## config.mk

```make
export PLATFORM = sky130hd
export DESIGN_NAME = instr_fetch
export DESIGN_NICKNAME = d
export VERILOG_FILES = /design/src/rtl/instr_fetch.sv
export SDC_FILE = /design/constraint.sdc
export NUM_CORES = 1
export LEC_CHECK = 0
export CORE_ASPECT_RATIO = 0.7
export CORE_UTILIZATION = 40
export CTS_CLUSTER_SIZE = 25
export DETAILED_ROUTE_END_ITERATION = 10
export DONT_BUFFER_PORTS = 1
export GPL_TIMING_DRIVEN = 0
export HOLD_SLACK_MARGIN = 0.15
export PLACE_DENSITY = 0.57
export SYNTH_ARGS = -nofsm -noshare
export SYNTH_HDL_FRONTEND = slang
export SYNTH_SLANG_ARGS = --single-unit
```

## constraint.sdc

```tcl
create_clock -name Clk -period 3.59 [get_ports Clk]
set_input_delay 0.359 -clock Clk [delete_from_list [all_inputs] [get_ports Clk]]
set_output_delay 0.359 -clock Clk [all_outputs]
set_load 0.03 [all_outputs]
```

## src/rtl/instr_fetch.sv

```systemverilog
`default_nettype none
// ============================================================================
//  Module      : instr_fetch
//  Description : Instruction fetch/issue unit. Sequences the PC, fetches
//                instructions over a valid handshake, presents one
//                instruction per execute slot, resolves beq and flags
//                completion when the PC reaches HALT_PC.
//  Revision    : 1.0 - initial release
// ============================================================================
module instr_fetch #(
  parameter int unsigned     PC_W    = 10,
  parameter int unsigned     IW      = 9,
  parameter logic [PC_W-1:0] HALT_PC = 10'h3FF,
  parameter int unsigned     CNT_W   = 16
) (
  input  logic             Clk,
  input  logic             Reset,
  input  logic             Start,
  input  logic [PC_W-1:0]  StartAddr,
  output logic             IMemReq,
  output logic [PC_W-1:0]  IMemAddr,
  input  logic [IW-1:0]    IMemData,
  input  logic             IMemValid,
  output logic [2:0]       Op,
  output logic [5:0]       Operand,
  output logic             InstValid,
  input  logic             Stall,
  input  logic             BranchEn,
  input  logic             Zero,
  input  logic [PC_W-1:0]  BranchOffset,
  output logic [PC_W-1:0]  PC,
  output logic             Ack,
  output logic [CNT_W-1:0] CycleCount
);

  localparam logic [1:0] S_IDLE  = 2'd0;
  localparam logic [1:0] S_FETCH = 2'd1;
  localparam logic [1:0] S_EXEC  = 2'd2;
  localparam logic [1:0] S_DONE  = 2'd3;

  logic [1:0]       state_q, state_d;
  logic [PC_W-1:0]  pc_q, pc_d;
  logic [IW-1:0]    ir_q, ir_d;
  logic [CNT_W-1:0] cnt_q, cnt_d;
  logic [PC_W-1:0]  next_pc;
  logic [CNT_W-1:0] cnt_sat_inc;

  // Branch target / sequential PC and saturating cycle-count increment.
  // The offset is two's complement, so a plain modulo add handles both
  // directions and the wrap from the top of the address space.
  always_comb begin
    next_pc     = (BranchEn && Zero) ? (pc_q + BranchOffset) : (pc_q + PC_W'(1));
    cnt_sat_inc = (cnt_q == {CNT_W{1'b1}}) ? cnt_q : (cnt_q + CNT_W'(1));
  end

  // Next-state logic for the IDLE/FETCH/EXEC/DONE sequencer.
  always_comb begin
    state_d = state_q;
    pc_d    = pc_q;
    ir_d    = ir_q;
    cnt_d   = cnt_q;
    case (state_q)
      S_IDLE, S_DONE: begin
        if (Start) begin
          pc_d    = StartAddr;
          cnt_d   = '0;
          state_d = (StartAddr == HALT_PC) ? S_DONE : S_FETCH;
        end
      end
      S_FETCH: begin
        cnt_d = cnt_sat_inc;
        if (IMemValid) begin
          ir_d    = IMemData;
          state_d = S_EXEC;
        end
      end
      S_EXEC: begin
        cnt_d = cnt_sat_inc;
        // A stalled slot holds IR, PC and state; branch inputs are only
        // consumed on the edge that retires the instruction.
        if (!Stall) begin
          pc_d    = next_pc;
          state_d = (next_pc == HALT_PC) ? S_DONE : S_FETCH;
        end
      end
      default: state_d = S_IDLE;
    endcase
  end

  // State registers with synchronous active-low reset; a response arriving
  // on the reset edge is dropped because reset takes priority.
  always_ff @(posedge Clk) begin
    if (!Reset) begin
      state_q <= S_IDLE;
      pc_q    <= '0;
      ir_q    <= '0;
      cnt_q   <= '0;
    end else begin
      state_q <= state_d;
      pc_q    <= pc_d;
      ir_q    <= ir_d;
      cnt_q   <= cnt_d;
    end
  end

  // Outputs are decoded from registered state only, except the execute
  // strobe which must drop in the same cycle Stall rises.
  always_comb begin
    IMemReq    = (state_q == S_FETCH);
    IMemAddr   = pc_q;
    Op         = ir_q[IW-1 -: 3];
    Operand    = ir_q[5:0];
    InstValid  = (state_q == S_EXEC) && !Stall;
    PC         = pc_q;
    Ack        = (state_q == S_DONE);
    CycleCount = cnt_q;
  end

endmodule
`default_nettype wire

```

==> metrics.txt <==
# TYPE chip_impl_metric gauge
chip_impl_metric{name="drtPass1Iterations",unit=""} 4
chip_impl_metric{name="slew_headroom",unit="%"} 53.8
chip_impl_metric{name="initialDrtViolationCount",unit=""} 130
chip_impl_metric{name="numClockSinks",unit=""} 37
chip_impl_info{name="worst_path_dominant_cell_family",value="compound AO/OA/AOI/OAI gates"} 1
chip_impl_metric{name="fin_worst_hold_slack",unit="ns"} 0.194
chip_impl_metric{name="synth_sequential_area_ratio",unit="%"} 31.9
chip_impl_metric{name="max_freq",unit="MHz"} 359
chip_impl_metric{name="netSwitchingFraction",unit="%"} 49.5
chip_impl_metric{name="timing.final.setup_violations",unit=""} 0
chip_impl_metric{name="finalNonFillerCells",unit=""} 368
chip_impl_metric{name="port-buffer-count",unit=""} 0
chip_impl_info{name="critical_path.slowest_cell",value="sky130_fd_sc_hd__dfxtp_1"} 1
chip_impl_metric{name="timing.final.crit_period",unit="ns"} 2.79
chip_impl_metric{name="detail_route.vias_per_cell",unit=""} 5.52
chip_impl_metric{name="floorplan.die.height",unit="um"} 65.8
chip_impl_metric{name="critPathArrivalTime",unit="ns"} 3.01
chip_impl_metric{name="core_area",unit="mm^2"} 0.00542
chip_impl_metric{name="layout-drive-gt1-share",unit="%"} 9.80
chip_impl_metric{name="worst_clock_skew",unit="ns"} 0.00805
chip_impl_metric{name="clockBufferDepth",unit=""} 2
chip_impl_metric{name="setup_total_negative_slack",unit="ns"} 0
chip_impl_metric{name="peakVddDrop",unit="mV"} 0.396
chip_impl_metric{name="tritoncts.num_buffers",unit=""} 5
chip_impl_metric{name="place.gp.congestion",unit=""} 0.848
chip_impl_metric{name="grt_max_degree",unit=""} 12
chip_impl_metric{name="synth_edf_count",unit=""} 0
chip_impl_metric{name="boundaryPins",unit=""} 84
chip_impl_metric{name="fraction_of_synthesis_flops_using_an_asynchronous_set_or_reset_pin",unit="%"} 0
chip_impl_metric{name="design_area",unit="mm^2"} 0.00249
chip_impl_metric{name="cts_repair_resize_count",unit=""} 0
chip_impl_info{name="setup.worst_path.class",value="reg2reg"} 1
chip_impl_metric{name="vias",unit=""} 2033
chip_impl_metric{name="total_leakage_power",unit="uW"} 0.00101
chip_impl_metric{name="wl_per_cell",unit="um"} 16.2
chip_impl_info{name="crit_chain",value="ha_1 -> inv_1 -> fa_1 -> and2b_1 -> o31ai_1 -> a2111o_1 -> and3_1 -> nor4_1 -> a31o_1"} 1
chip_impl_metric{name="p_switching",unit="uW"} 927
chip_impl_metric{name="synthesis.yosys.warnings",unit=""} 0
chip_impl_info{name="critical_path.endpoint_type",value="register"} 1
chip_impl_metric{name="cts_hold_repair.buffers",unit=""} 0
chip_impl_metric{name="gr-total-overflow",unit=""} 0
chip_impl_metric{name="power.sequential.fraction",unit="%"} 37.8
chip_impl_metric{name="area.sequential",unit="um^2"} 741
chip_impl_metric{name="ant_nets",unit=""} 0
chip_impl_metric{name="cap_violations",unit=""} 0
chip_impl_metric{name="flow.area_growth_from_synthesis",unit="%"} 7.44
chip_impl_metric{name="fill_cells",unit=""} 542
chip_impl_info{name="status",value="completed"} 1
chip_impl_info{name="tritoncts",value="built"} 1
chip_impl_metric{name="initial_antenna_violation_count",unit=""} 0
chip_impl_metric{name="syn_area_per_cell",unit="um^2"} 8.06
chip_impl_metric{name="synth.cell_area",unit="mm^2"} 0.00232
chip_impl_metric{name="floorplan.die_area",unit="mm^2"} 0.00612
chip_impl_metric{name="wire_length_reported_by_the_detailed_router",unit="um"} 5960
chip_impl_metric{name="synth-seq-cells",unit=""} 37
chip_impl_metric{name="track_usage",unit="%"} 20.6
chip_impl_metric{name="bufs_and_invs_on_worst_path",unit=""} 1
chip_impl_metric{name="power_frac_clock",unit="%"} 15.0
chip_impl_metric{name="num-nets-final",unit=""} 345
chip_impl_metric{name="postCtsSetupRepairBufs",unit=""} 0
chip_impl_metric{name="dp_hpwl",unit="um"} 4640
chip_impl_metric{name="report.final.hold_viol_count",unit=""} 0
chip_impl_info{name="min_path_type",value="in2reg"} 1
chip_impl_info{name="clock_tree.root_cell",value="sky130_fd_sc_hd__clkbuf_8"} 1
chip_impl_info{name="most_instantiated_flip_flop_cell_in_the_synthesis_netlist",value="sky130_fd_sc_hd__dfxtp_1"} 1
chip_impl_info{name="rsz0062_at_grt",value="no"} 1
chip_impl_metric{name="power.combinational.fraction",unit="%"} 47.2
chip_impl_metric{name="n_antenna_cell",unit=""} 0
chip_impl_metric{name="clk_transition_reported_paths",unit="ns"} 0.07
chip_impl_metric{name="cp_data_required_time",unit="ns"} 3.82
chip_impl_metric{name="worst-slew-pin-transition",unit="ns"} 0.689
chip_impl_metric{name="synth.net_count",unit=""} 338
chip_impl_metric{name="ys_types",unit=""} 54
chip_impl_metric{name="dpl.cell_count",unit=""} 360
chip_impl_metric{name="vias_in_the_first_global_route",unit=""} 1933
chip_impl_metric{name="syn-instance-count",unit=""} 288
chip_impl_metric{name="maxSlewViolCount",unit=""} 0
chip_impl_metric{name="wire_length_of_the_first_global_routing_pass",unit="um"} 9700
chip_impl_metric{name="placed_cell_area",unit="mm^2"} 0.00241
chip_impl_metric{name="fin_crit_sh",unit="%"} 77.6
chip_impl_metric{name="std_cell_rows",unit=""} 22
chip_impl_metric{name="power_density_cells",unit="mW/mm^2"} 751
chip_impl_metric{name="path_max_fanout",unit=""} 4
chip_impl_metric{name="initial_utilization",unit="%"} 42.8
chip_impl_metric{name="route.detailed.drc",unit=""} 0
chip_impl_metric{name="die_x",unit="um"} 93.1
chip_impl_info{name="startpoint_type",value="register"} 1
chip_impl_metric{name="clkLatencyLatePin",unit="ns"} 0.29
chip_impl_metric{name="critical-path-max-stage-delay",unit="ns"} 0.56
chip_impl_metric{name="cts_htree_levels",unit=""} 2
chip_impl_metric{name="cell_internal_power",unit="uW"} 946
chip_impl_metric{name="combined_area_of_the_multi_input_logic_cells",unit="mm^2"} 0.00142
## cell usage after synthesis (4+ instances only)
master | number | share of area [%]
sky130_fd_sc_hd__nand2_1 | 31 | 5.0
sky130_fd_sc_hd__o21a_1 | 4 | 1.3
sky130_fd_sc_hd__ha_1 | 13 | 7.0
sky130_fd_sc_hd__nor2_1 | 32 | 5.2
sky130_fd_sc_hd__and2_1 | 5 | 1.3
sky130_fd_sc_hd__o21ai_0 | 5 | 1.1
sky130_fd_sc_hd__xor2_1 | 5 | 1.9
sky130_fd_sc_hd__xnor2_1 | 10 | 3.8
sky130_fd_sc_hd__nor2b_1 | 6 | 1.6
sky130_fd_sc_hd__nor4_1 | 4 | 1.1
sky130_fd_sc_hd__nor3_1 | 9 | 1.9
sky130_fd_sc_hd__dfxtp_1 | 37 | 32
sky130_fd_sc_hd__and3_1 | 9 | 2.4
sky130_fd_sc_hd__a211oi_1 | 5 | 1.6
sky130_fd_sc_hd__nand3_1 | 16 | 3.4
sky130_fd_sc_hd__a21oi_1 | 17 | 3.7
sky130_fd_sc_hd__inv_1 | 7 | 1.1
sky130_fd_sc_hd__mux2i_1 | 4 | 1.7
sky130_fd_sc_hd__clkbuf_1 | 6 | 0.97
sky130_fd_sc_hd__a22oi_1 | 4 | 1.3
sky130_fd_sc_hd__buf_4 | 10 | 3.2
## registers in the layout, indices dropped and copies added (netlist names)
| signal | flops |
|---|---|
| CycleCount | 16 |
| state_q | 2 |
| IMemAddr | 10 |
| ir_q | 9 |
## power by group through the flow
stage | Clock [uW] | Combinational [uW] | Sequential, uW
final | 281 | 884 | 708
after floorplan | 0 | 727 | 693
after global placement | 0 | 872 | 718
after detailed placement | 0 | 881 | 719
after global routing | 316 | 991 | 722
after CTS | 292 | 885 | 710
## logic make-up (layout without fill, tap and decap cells)
logic type	Yosys count	count (layout)	synth area share [%]
simple gates	128	128	27.1
compound gates	60	60	18.5
flops	37	37	31.9
buf+inv	29	37	6.79
xor+xnor	15	15	5.66
fa+ha+maj	14	14	7.87
mux	5	5	2.21
## metal layers
layer	global-route usage, %	vias up	wire (um)
li1	-	1022	-
met5	0	-	0
met4	2.88	0	16
met1	30.5	927	3000
met3	7.06	3	622
met2	28.7	81	2320
## worst register-to-register path, cell delays in order, from the launching register on
cell,delay [ns]
sky130_fd_sc_hd__dfxtp_1,0.56
sky130_fd_sc_hd__ha_1,0.29
sky130_fd_sc_hd__inv_1,0.08
sky130_fd_sc_hd__fa_1,0.40
sky130_fd_sc_hd__and2b_1,0.26
sky130_fd_sc_hd__o31ai_1,0.14
sky130_fd_sc_hd__a2111o_1,0.39
sky130_fd_sc_hd__and3_1,0.17
sky130_fd_sc_hd__nor4_1,0.27
sky130_fd_sc_hd__a31o_1,0.18
## layout by cell type, fill, tap and decap left out, types with 9 or more instances in the layout
cell type and n:
sky130_fd_sc_hd__a21oi_1 17, sky130_fd_sc_hd__and3_1 9, sky130_fd_sc_hd__buf_4 10, sky130_fd_sc_hd__dfxtp_1 37, sky130_fd_sc_hd__ha_1 13, sky130_fd_sc_hd__nand2_1 31
sky130_fd_sc_hd__nand3_1 16, sky130_fd_sc_hd__nor2_1 32, sky130_fd_sc_hd__nor3_1 9, sky130_fd_sc_hd__xnor2_1 10
## final timing paths
| path | from | endpoint | slack, ns | cells past startpoint |
|---|---|---|---|---|
| hold / removal | Reset | IMemAddr[8] | 0.19 | 1 |
| setup reg to reg | IMemAddr[0] | state_q[1] | 0.80 | 9 |
| setup / recovery | IMemAddr[0] | state_q[1] | 0.80 | 9 |
| hold reg to reg | ir_q[5] | ir_q[5] | 0.61 | 2 |
## stage by stage
| step | utilization, % | worst slack [ns] | total power [uW] |
|---|---|---|---|
| after CTS | 46.0 | 0.793 | 1890 |
| after detailed placement | 44.5 | 0.664 | 1600 |
| after floorplan | - | 1.06 | 1420 |
| final | 46.0 | 0.805 | 1870 |
| after global placement | 44.5 | 0.684 | 1590 |
| after global routing | 46.0 | 0.658 | 2030 |
## area by class of cell
class / count / share of cell area [%]
inverter: 9 / 1.35
clock buffer: 6 / 2.91
multi-input combinational: 222 / 57.1
buffer: 20 / 4.96
clock inverter: 2 / 0.401
tap: 72 / 3.61
sequential: 37 / 29.7
(Power assumes the default switching activity.)
==> variant, RTL diff (config.mk and constraints unchanged) <==
Change the parameter `CNT_W` from 16 to 18.
--- a/src/rtl/instr_fetch.sv
+++ b/src/rtl/instr_fetch.sv
@@ -11,7 +11,7 @@
   parameter int unsigned     PC_W    = 10,
   parameter int unsigned     IW      = 9,
   parameter logic [PC_W-1:0] HALT_PC = 10'h3FF,
-  parameter int unsigned     CNT_W   = 16
+  parameter int unsigned     CNT_W   = 18
 ) (
   input  logic             Clk,
   input  logic             Reset,
Interface: changed (resized CycleCount); port bits go from 84 to 86. The function was not compared with the original's and may differ.
==> variant against the original RTL <==
- final cell count is 2.7% higher
- area after synthesis is 6.8% higher
- wire length is 2.7% higher
- sequential power is 15% lower
- power is 28% lower
- clock skew is 0.0034 ns lower
- sequential cell count is 2 higher
- setup slack better by 0.12 ns
- core utilization is 0.43 points lower
- final area is 6.7% higher
- critical endpoint unchanged
- largest power group is now sequential cells
==> variant: results (changes against the original RTL) <==
Status - finished, final reports clean
Fill count - 604 (+11%)
Clk pwr share - 21.9% (+6.9 points)
Global routing usage on met1 - 28.6% (-1.9 points)
Net Count, Synth - 346 (+2.4%)
Comb pwr share - 33.4% (-14 points)
Xor-xnor portion of the synthesized cell area - 6.00% (+0.34 points)
Sequential cell area share - 29.3% (-0.37 points)
GRT Overall Usage - 18.7% (-1.8 points)
Layout cells sized above 1 - 13.2% (+3.4 points)
Non-Filler Instances - 378 (+2.7%)
Post-synthesis sequential area ratio - 31.5% (-0.43 points)
Area contributors post-synth - dfxtp_1 31%, ha_1 6.6%, nor2_1 6.1%, nand3_1 4.0%, nand2_1 3.9%
Post-Synth Adder-Cell Area - 7.36% (-0.50 points)
Leakage - 0.00106 uW (+5.1%)
Gp weighted congestion - 0.818 (-3.6%)
P_comb - 448 uW (-49%)
Worst Skew - 0.00470 ns (-0.00336 ns)
Met3 routed WL - 653 um (+5.0%)
WP data arrival - 2.89 ns (-0.12 ns)
Peak VDD IR - 0.191 mV (-52%)
Clock-cell share of area - 3.29% (-0.020 points)
Post-detailed-route wirelength per cell - 16.2 um (about the same)
Cell Area, Synth - 0.00248 mm^2 (+6.8%)
Via density - 5.52 (-0.16%)
#MultiIn Comb - 225 (+1.4%)
Commonest cells post-synth - 40 x nor2_1, 39 x dfxtp_1, 26 x nand2_1
Inverters - 10 (+1)
Met2 WL post-DR - 2330 um (+0.52%)
Max FFs per register - 18 (+2)
Synth Area in Compound Gates - 17.8% (-0.68 points)
DP HPWL - 4860 um (+4.8%)
Buffers, non-clock - 22 (+10%)
-- variant: cell count changes after synthesis, moves of 3 or more --
cell	before	now
nor2_1	32	40
xor2_1	5	11
a21oi_1	17	12
nand2_1	31	26
nand3_1	16	20
nor2b_1	6	2
nor3_1	9	5
nor4_1	4	0
xnor2_1	10	6
a211oi_1	5	8
a22oi_1	4	1
and2_1	5	2
mux2i_1	4	7
nand4_1	2	5
-- variant: metrics by stage --
stage	instance area, um^2	hold WS, ns
after floorplan	2480	0.481
after global placement	2570	0.485
after detailed placement	2570	0.485
after CTS	2660	0.191
after global routing	2660	0.181
final	2660	0.198
-- variant: worst paths after layout --
check        slack, ns   startpoint          end
min               0.20        Reset  IMemAddr[6]
min reg2reg       0.57   state_q[0]   state_q[0]
max reg2reg       0.93  IMemAddr[0]   state_q[1]
max               0.93  IMemAddr[0]   state_q[1]
